File: config.mk
export PLATFORM = sky130hd
export DESIGN_NAME = crc_stream
export DESIGN_NICKNAME = d
export VERILOG_FILES = /design/src/rtl/crc_pkg.sv /design/src/rtl/crc_stream_fold.sv /design/src/rtl/crc_stream.sv
export SDC_FILE = /design/constraint.sdc
export NUM_CORES = 1
export LEC_CHECK = 0
export ABC_AREA = 1
export ABC_CLOCK_PERIOD_IN_PS = 1460
export CAP_MARGIN = 25
export CORE_MARGIN = 2
export CORE_UTILIZATION = 30
export CTS_CLUSTER_SIZE = 10
export DETAILED_ROUTE_END_ITERATION = 7
export HOLD_SLACK_MARGIN = 0.15
export SKIP_CTS_REPAIR_TIMING = 1
export SLEW_MARGIN = 20
export SYNTH_ARGS = -nofsm -noshare
export SYNTH_HDL_FRONTEND = slang
export SYNTH_SLANG_ARGS = --single-unit
File: constraint.sdc
create_clock -name clk -period 1.46 [get_ports clk]
set_clock_uncertainty 0.05 [all_clocks]
set_input_delay 0.146 -clock clk [delete_from_list [all_inputs] [get_ports clk]]
set_output_delay 0.146 -clock clk [all_outputs]
set_load 0.01 [all_outputs]
File: src/rtl/crc_pkg.sv
// Shared types, preset constants and bit-level helpers for the crc_stream engine.
package crc_pkg;

  typedef enum logic {
    IDLE = 1'b0,
    BUSY = 1'b1
  } crc_state_e;

  localparam logic [15:0] CRC16_CCITT_POLY = 16'h1021;
  localparam logic [31:0] CRC32_POLY       = 32'h04C11DB7;
  localparam logic [31:0] CRC32_RESIDUE    = 32'hC704DD7B;

  // Fold one byte MSB-first into a Galois register of 'width' bits (1..64).
  // Bits above 'width' are kept at zero so callers can truncate freely.
  function automatic logic [63:0] crc_byte_step(input logic [63:0] lfsr,
                                                input logic [7:0]  data_byte,
                                                input logic [63:0] poly,
                                                input int          width);
    logic [63:0] r;
    logic [63:0] mask;
    logic [63:0] top_bit;
    logic        fb;
    mask    = {64{1'b1}} >> (64 - width);
    top_bit = 64'd1 << (width - 1);
    r       = lfsr & mask;
    for (int i = 7; i >= 0; i--) begin
      fb = (|(r & top_bit)) ^ data_byte[i];
      r  = (r << 1) & mask;
      if (fb) r = r ^ (poly & mask);
    end
    return r;
  endfunction

  // Reverse the low 'width' bits of v; result is right-aligned.
  function automatic logic [63:0] bit_reverse(input logic [63:0] v,
                                              input int          width);
    logic [63:0] full;
    full = {<<{v}};
    return full >> (64 - width);
  endfunction

endpackage

File: src/rtl/crc_stream_fold.sv
// Combinational multi-byte CRC fold: applies every enabled byte of one beat,
// byte 0 first, to the current register value.
module crc_stream_fold
  import crc_pkg::*;
#(
  parameter int                   DATA_WIDTH = 8,
  parameter int                   CRC_WIDTH  = 16,
  parameter logic [CRC_WIDTH-1:0] POLY       = 16'h1021,
  parameter logic                 REFIN      = 1'b0
) (
  input  logic [CRC_WIDTH-1:0]    lfsr,
  input  logic [DATA_WIDTH-1:0]   data,
  input  logic [DATA_WIDTH/8-1:0] byte_en,
  output logic [CRC_WIDTH-1:0]    next
);

  localparam int BYTES = DATA_WIDTH / 8;

  logic [CRC_WIDTH-1:0] acc;
  logic [7:0]           cur;

  // Chain byte steps; disabled bytes pass the register through untouched.
  always_comb begin
    acc = lfsr;
    cur = '0;
    for (int b = 0; b < BYTES; b++) begin
      cur = data[8*b +: 8];
      if (REFIN) cur = {<<{cur}};
      if (byte_en[b]) acc = CRC_WIDTH'(crc_byte_step(64'(acc), cur, 64'(POLY), CRC_WIDTH));
    end
    next = acc;
  end

endmodule

File: src/rtl/crc_stream.sv
// crc_stream: parametrised streaming CRC engine with one registered result
// slot and residue check. Optional statistics counters are built when
// CRC_STREAM_STATS_EN is defined (adds frame_cnt / err_cnt outputs).
//
//   state | meaning
//   IDLE  | no beat of the current frame accepted yet
//   BUSY  | mid-frame, lfsr holds a partial CRC
module crc_stream
  import crc_pkg::*;
#(
  parameter int                   DATA_WIDTH = 8,
  parameter int                   CRC_WIDTH  = 16,
  parameter logic [CRC_WIDTH-1:0] POLY       = 16'h1021,
  parameter logic [CRC_WIDTH-1:0] INIT       = {CRC_WIDTH{1'b1}},
  parameter logic [CRC_WIDTH-1:0] XOR_OUT    = {CRC_WIDTH{1'b0}},
  parameter logic                 REFIN      = 1'b0,
  parameter logic                 REFOUT     = 1'b0,
  parameter logic [CRC_WIDTH-1:0] RESIDUE    = {CRC_WIDTH{1'b0}}
) (
  input  logic                    clk,
  input  logic                    rst,
  input  logic [DATA_WIDTH-1:0]   s_data,
  input  logic [DATA_WIDTH/8-1:0] s_keep,
  input  logic                    s_valid,
  input  logic                    s_last,
  output logic                    s_ready,
  output logic [CRC_WIDTH-1:0]    m_crc,
  output logic                    m_match,
  output logic                    m_valid,
  input  logic                    m_ready
`ifdef CRC_STREAM_STATS_EN
  ,
  output logic [31:0]             frame_cnt,
  output logic [31:0]             err_cnt
`endif
);

  localparam int KEEP_W = DATA_WIDTH / 8;

  crc_state_e           state, state_next;
  logic [CRC_WIDTH-1:0] lfsr;
  logic [CRC_WIDTH-1:0] fold_next;
  logic [CRC_WIDTH-1:0] crc_final;
  logic [KEEP_W-1:0]    byte_en;
  logic [KEEP_W-1:0]    keep_inc;
  logic                 accept;
  logic                 frame_done;
  logic                 frame_ok;

  // One result slot: a new beat may enter whenever the slot is empty or draining.
  assign s_ready    = !m_valid || m_ready;
  assign accept     = s_valid && s_ready;
  assign frame_done = accept && s_last;
  assign byte_en    = s_last ? s_keep : {KEEP_W{1'b1}};
  assign keep_inc   = s_keep + 1'b1;

  crc_stream_fold #(
    .DATA_WIDTH (DATA_WIDTH),
    .CRC_WIDTH  (CRC_WIDTH),
    .POLY       (POLY),
    .REFIN      (REFIN)
  ) u_fold (
    .lfsr    (lfsr),
    .data    (s_data),
    .byte_en (byte_en),
    .next    (fold_next)
  );

  assign crc_final = (REFOUT ? CRC_WIDTH'(bit_reverse(64'(fold_next), CRC_WIDTH)) : fold_next)
                     ^ XOR_OUT;
  assign frame_ok  = (fold_next == RESIDUE);

  // State register.
  always_ff @(posedge clk) begin
    if (rst) state <= IDLE;
    else     state <= state_next;
  end

  // Next-state: frames open on a non-last accept and close on any last accept.
  always_comb begin
    state_next = state;
    case (state)
      IDLE:    if (accept && !s_last) state_next = BUSY;
      BUSY:    if (frame_done)        state_next = IDLE;
      default: state_next = IDLE;
    endcase
  end

  // Running CRC register; reloads INIT when a frame closes.
  always_ff @(posedge clk) begin
    if (rst)             lfsr <= INIT;
    else if (frame_done) lfsr <= INIT;
    else if (accept)     lfsr <= fold_next;
  end

  // Result slot; a drain and a new result in the same cycle keep m_valid high.
  always_ff @(posedge clk) begin
    if (rst) begin
      m_valid <= 1'b0;
      m_crc   <= '0;
      m_match <= 1'b0;
    end else if (frame_done) begin
      m_valid <= 1'b1;
      m_crc   <= crc_final;
      m_match <= frame_ok;
    end else if (m_ready) begin
      m_valid <= 1'b0;
    end
  end

`ifdef CRC_STREAM_STATS_EN
  // Saturating frame and error counters, updated on the edge that raises m_valid.
  always_ff @(posedge clk) begin
    if (rst) begin
      frame_cnt <= '0;
      err_cnt   <= '0;
    end else if (frame_done) begin
      if (frame_cnt != 32'hFFFF_FFFF)            frame_cnt <= frame_cnt + 32'd1;
      if (!frame_ok && err_cnt != 32'hFFFF_FFFF) err_cnt   <= err_cnt + 32'd1;
    end
  end
`else
  // Statistics counters are not built in this configuration.
`endif

  // Last-beat keep must be a contiguous run starting at byte 0.
  keep_contiguous: assert property (@(posedge clk) disable iff (rst)
    frame_done |-> ((s_keep & keep_inc) == '0));

endmodule

==> results.toml <==
[pwr]
vdd_drop_max_mv = 0.679
p_per_area_mw_per_mm2 = 965
p_total_mw = 2.60
total_leakage_power_nw = 1.38

[worst_hold_path]
worstHoldStart = "m_crc[12]"
hold_depth = 2
hp-class = "reg2reg"

[clock_network]
cts_buffer_depth = 2
cts_buffers = 5
clk_latency_ps = 290
h-tree-depth = 2
cts_tree = "yes"
cts_root_buf = "clkbuf_8"
cts.clk_slew.worst_paths_ps = 70
cts_sinks = 34

[floorplanning]
coreArea_mm2 = 0.00596
fp-row-count = 28
die_h_um = 82.8
die_area_mm2 = 0.00685
floorplan.initialDensity_pct = 31.2
fp.dieW_um = 82.8
num_io_pins = 33

[synthesis]
synthArstFlopShare_pct = 0
synth_top_area_share_pct = 36.6
ys_ff_latch = 34
syn-num-nets = 303
synth_edf_count = 0
syn_inst = 289
yosysTopAreaCell = "dfxtp_1"
synth_area_leaders = "dfxtp_1 37%, nand2_1 20%, nand3_1 6.7%, inv_1 5.4%, o21ai_0 5.4%"
yosysMostFrequentCell = "nand2_1"
yosys_most_used_dff = "dfxtp_1"
synth_area_per_cell_um2 = 6.44
ys_types = 23
yosysSeqAreaShare_pct = 36.6
yosysWarnings = 0
synth_top_cells_by_count = "98 x nand2_1, 34 x dfxtp_1, 27 x inv_1"
synth_area_mm2 = 0.00186

[setup_path]
reg2reg_depth = 13
crit_start = "s_keep"
crit_type = "in2reg"
regToRegEndpoint = "m_match"
endpoint_kind = "register"
ff2ff_setup_slack_ps = 70
worst-endpoint-required_ps = 1650
arrival_ps = 1580
critPathCapture = "m_match"
worstPathMaxFanout = 8
critPathLaunchType = "input port"
r2r_start = "lfsr[12]"

[routing]
drc = 0
ant_nets = 0
drt_iter0_drc = 89
viasPerCell = 4.55
wl_per_cell_um = 11.5
first_pass_iters = 5
vias = 1988
routed_wirelength_mm = 5.01

[sta]
fin_crit_ps = 1400
finalHoldViolations = 0
finalSetupViolations = 0
final-max-slew-violation-count = 0
fin_crit_sh_pct = 95.7
finalWorstSetupSlack_ps = 62.5
relSlewSlack_pct = 79.2
tightest_slew_ps = 312
grt_setup_unrepaired = "true"
fmax_ghz = 0.716

[grt]
grtUsageTotal_pct = 16.1
antenna_found_initial = 0
grt_pass1_wl_mm = 8.36
grt_start_max_net_pins = 29
globalRouteOverflowTotal = 0
grt_pass1_vias = 1836

[placement]
dp_hpwl_mm = 3.78
pre_cts_slack_ps = -288
placed_cells = 425
io_buffer_count = 32
place.gp.congestion = 0.844

[cells_and_area]
antenna_cells = 0
final_util_pct = 45.2
fin_nets = 375
finalNonFillerCells = 437
num-fill-cells = 630
drive_gt1_share_pct = 27.9
syn2layout_area_growth_pct = 44.6

[outcome]
status = "complete, no violations"

[job]
max-cap-violations = 0
-- final cells by class --
type                       count  area [µm²]  area share (%)
tap                           75        93.8            3.49
sequential                    34         688            25.6
multi-input combinational    207        1020            37.9
timing repair buffer          72         641            23.8
clock buffer                   7        86.3            3.21
inverter                      41         156            5.81
clock inverter                 1        5.00           0.186
-- per-layer routing --
layer	GRT usage [%]	wire [µm]
met5	0	0
met4	3.93	37
met3	3.15	218
met2	27.2	2280
met1	21.2	2480
-- sequential cells by signal, summed over array words and instances (netlist names) --
| name | count |
|---|---|
| lfsr | 16 |
| m_crc | 16 |
| m_match | 1 |
| m_valid | 1 |
-- critical path, stage by stage --
cell and delay [ps]:
clkdlybuf4s50_1 470, inv_2 60, nand2_4 100, inv_2 80, nand2_1 90, nand2_2 70
nor2_2 130, nand2_1 70, nor2_2 90, nand2_1 60, nor2_1 80, nand3_1 80
nand2_1 50
-- metrics by stage --
stage                     hold WS (ps)  cell area (µm²)  TNS [ps]
final                              403             2690         0
after global routing               431             2690      -104
after CTS                          408             2600     -87.1
after detailed placement           397             2510     -4880
after global placement             397             2510     -4250
after floorplan                    312             1860         0
-- cell usage in the layout, fill, tap and decap left out, drive strengths merged --
cell type / netlist / routed
dfxtp: 34 / 34
o211ai: 1 / 1
nor2: 9 / 9
a31oi: 1 / 1
nand2: 111 / 112
clkdlybuf4s50: 0 / 29
clkbuf: 2 / 7
nand4: 1 / 1
clkinv: 0 / 1
buf: 6 / 40
xnor2: 1 / 1
dlymetal6s2s: 0 / 3
o21ai: 38 / 38
a21oi: 15 / 15
inv: 41 / 41
nand3: 29 / 29
-- where the power goes --
group          total, mW  switching (mW)  leakage, nW  internal [mW]
registers           1.06          0.0520        0.278           1.00
logic              0.807           0.421         1.05          0.385
clock network      0.734           0.353       0.0482          0.381
-- cells by family after synthesis --
| family | after synthesis | share of synthesized area (%) |
|---|---|---|
| XOR/XNOR | 1 | 0.471 |
| AO/OA/AOI/OAI | 55 | 15.4 |
| buffers and inverters | 49 | 11.1 |
| flip-flops | 34 | 36.6 |
| AND/OR/NAND/NOR | 150 | 36.4 |
-- worst min-delay path by stage --
| stage | to | slack [ps] |
|---|---|---|
| finish | m_crc[12] | 400 |
| global route | m_crc[15] | 430 |
| CTS | m_crc[12] | 410 |
| detailed placement | m_crc[12] | 400 |
| global placement | m_crc[15] | 400 |
| floorplan | m_valid | 310 |
(Power assumes the default switching activity.)
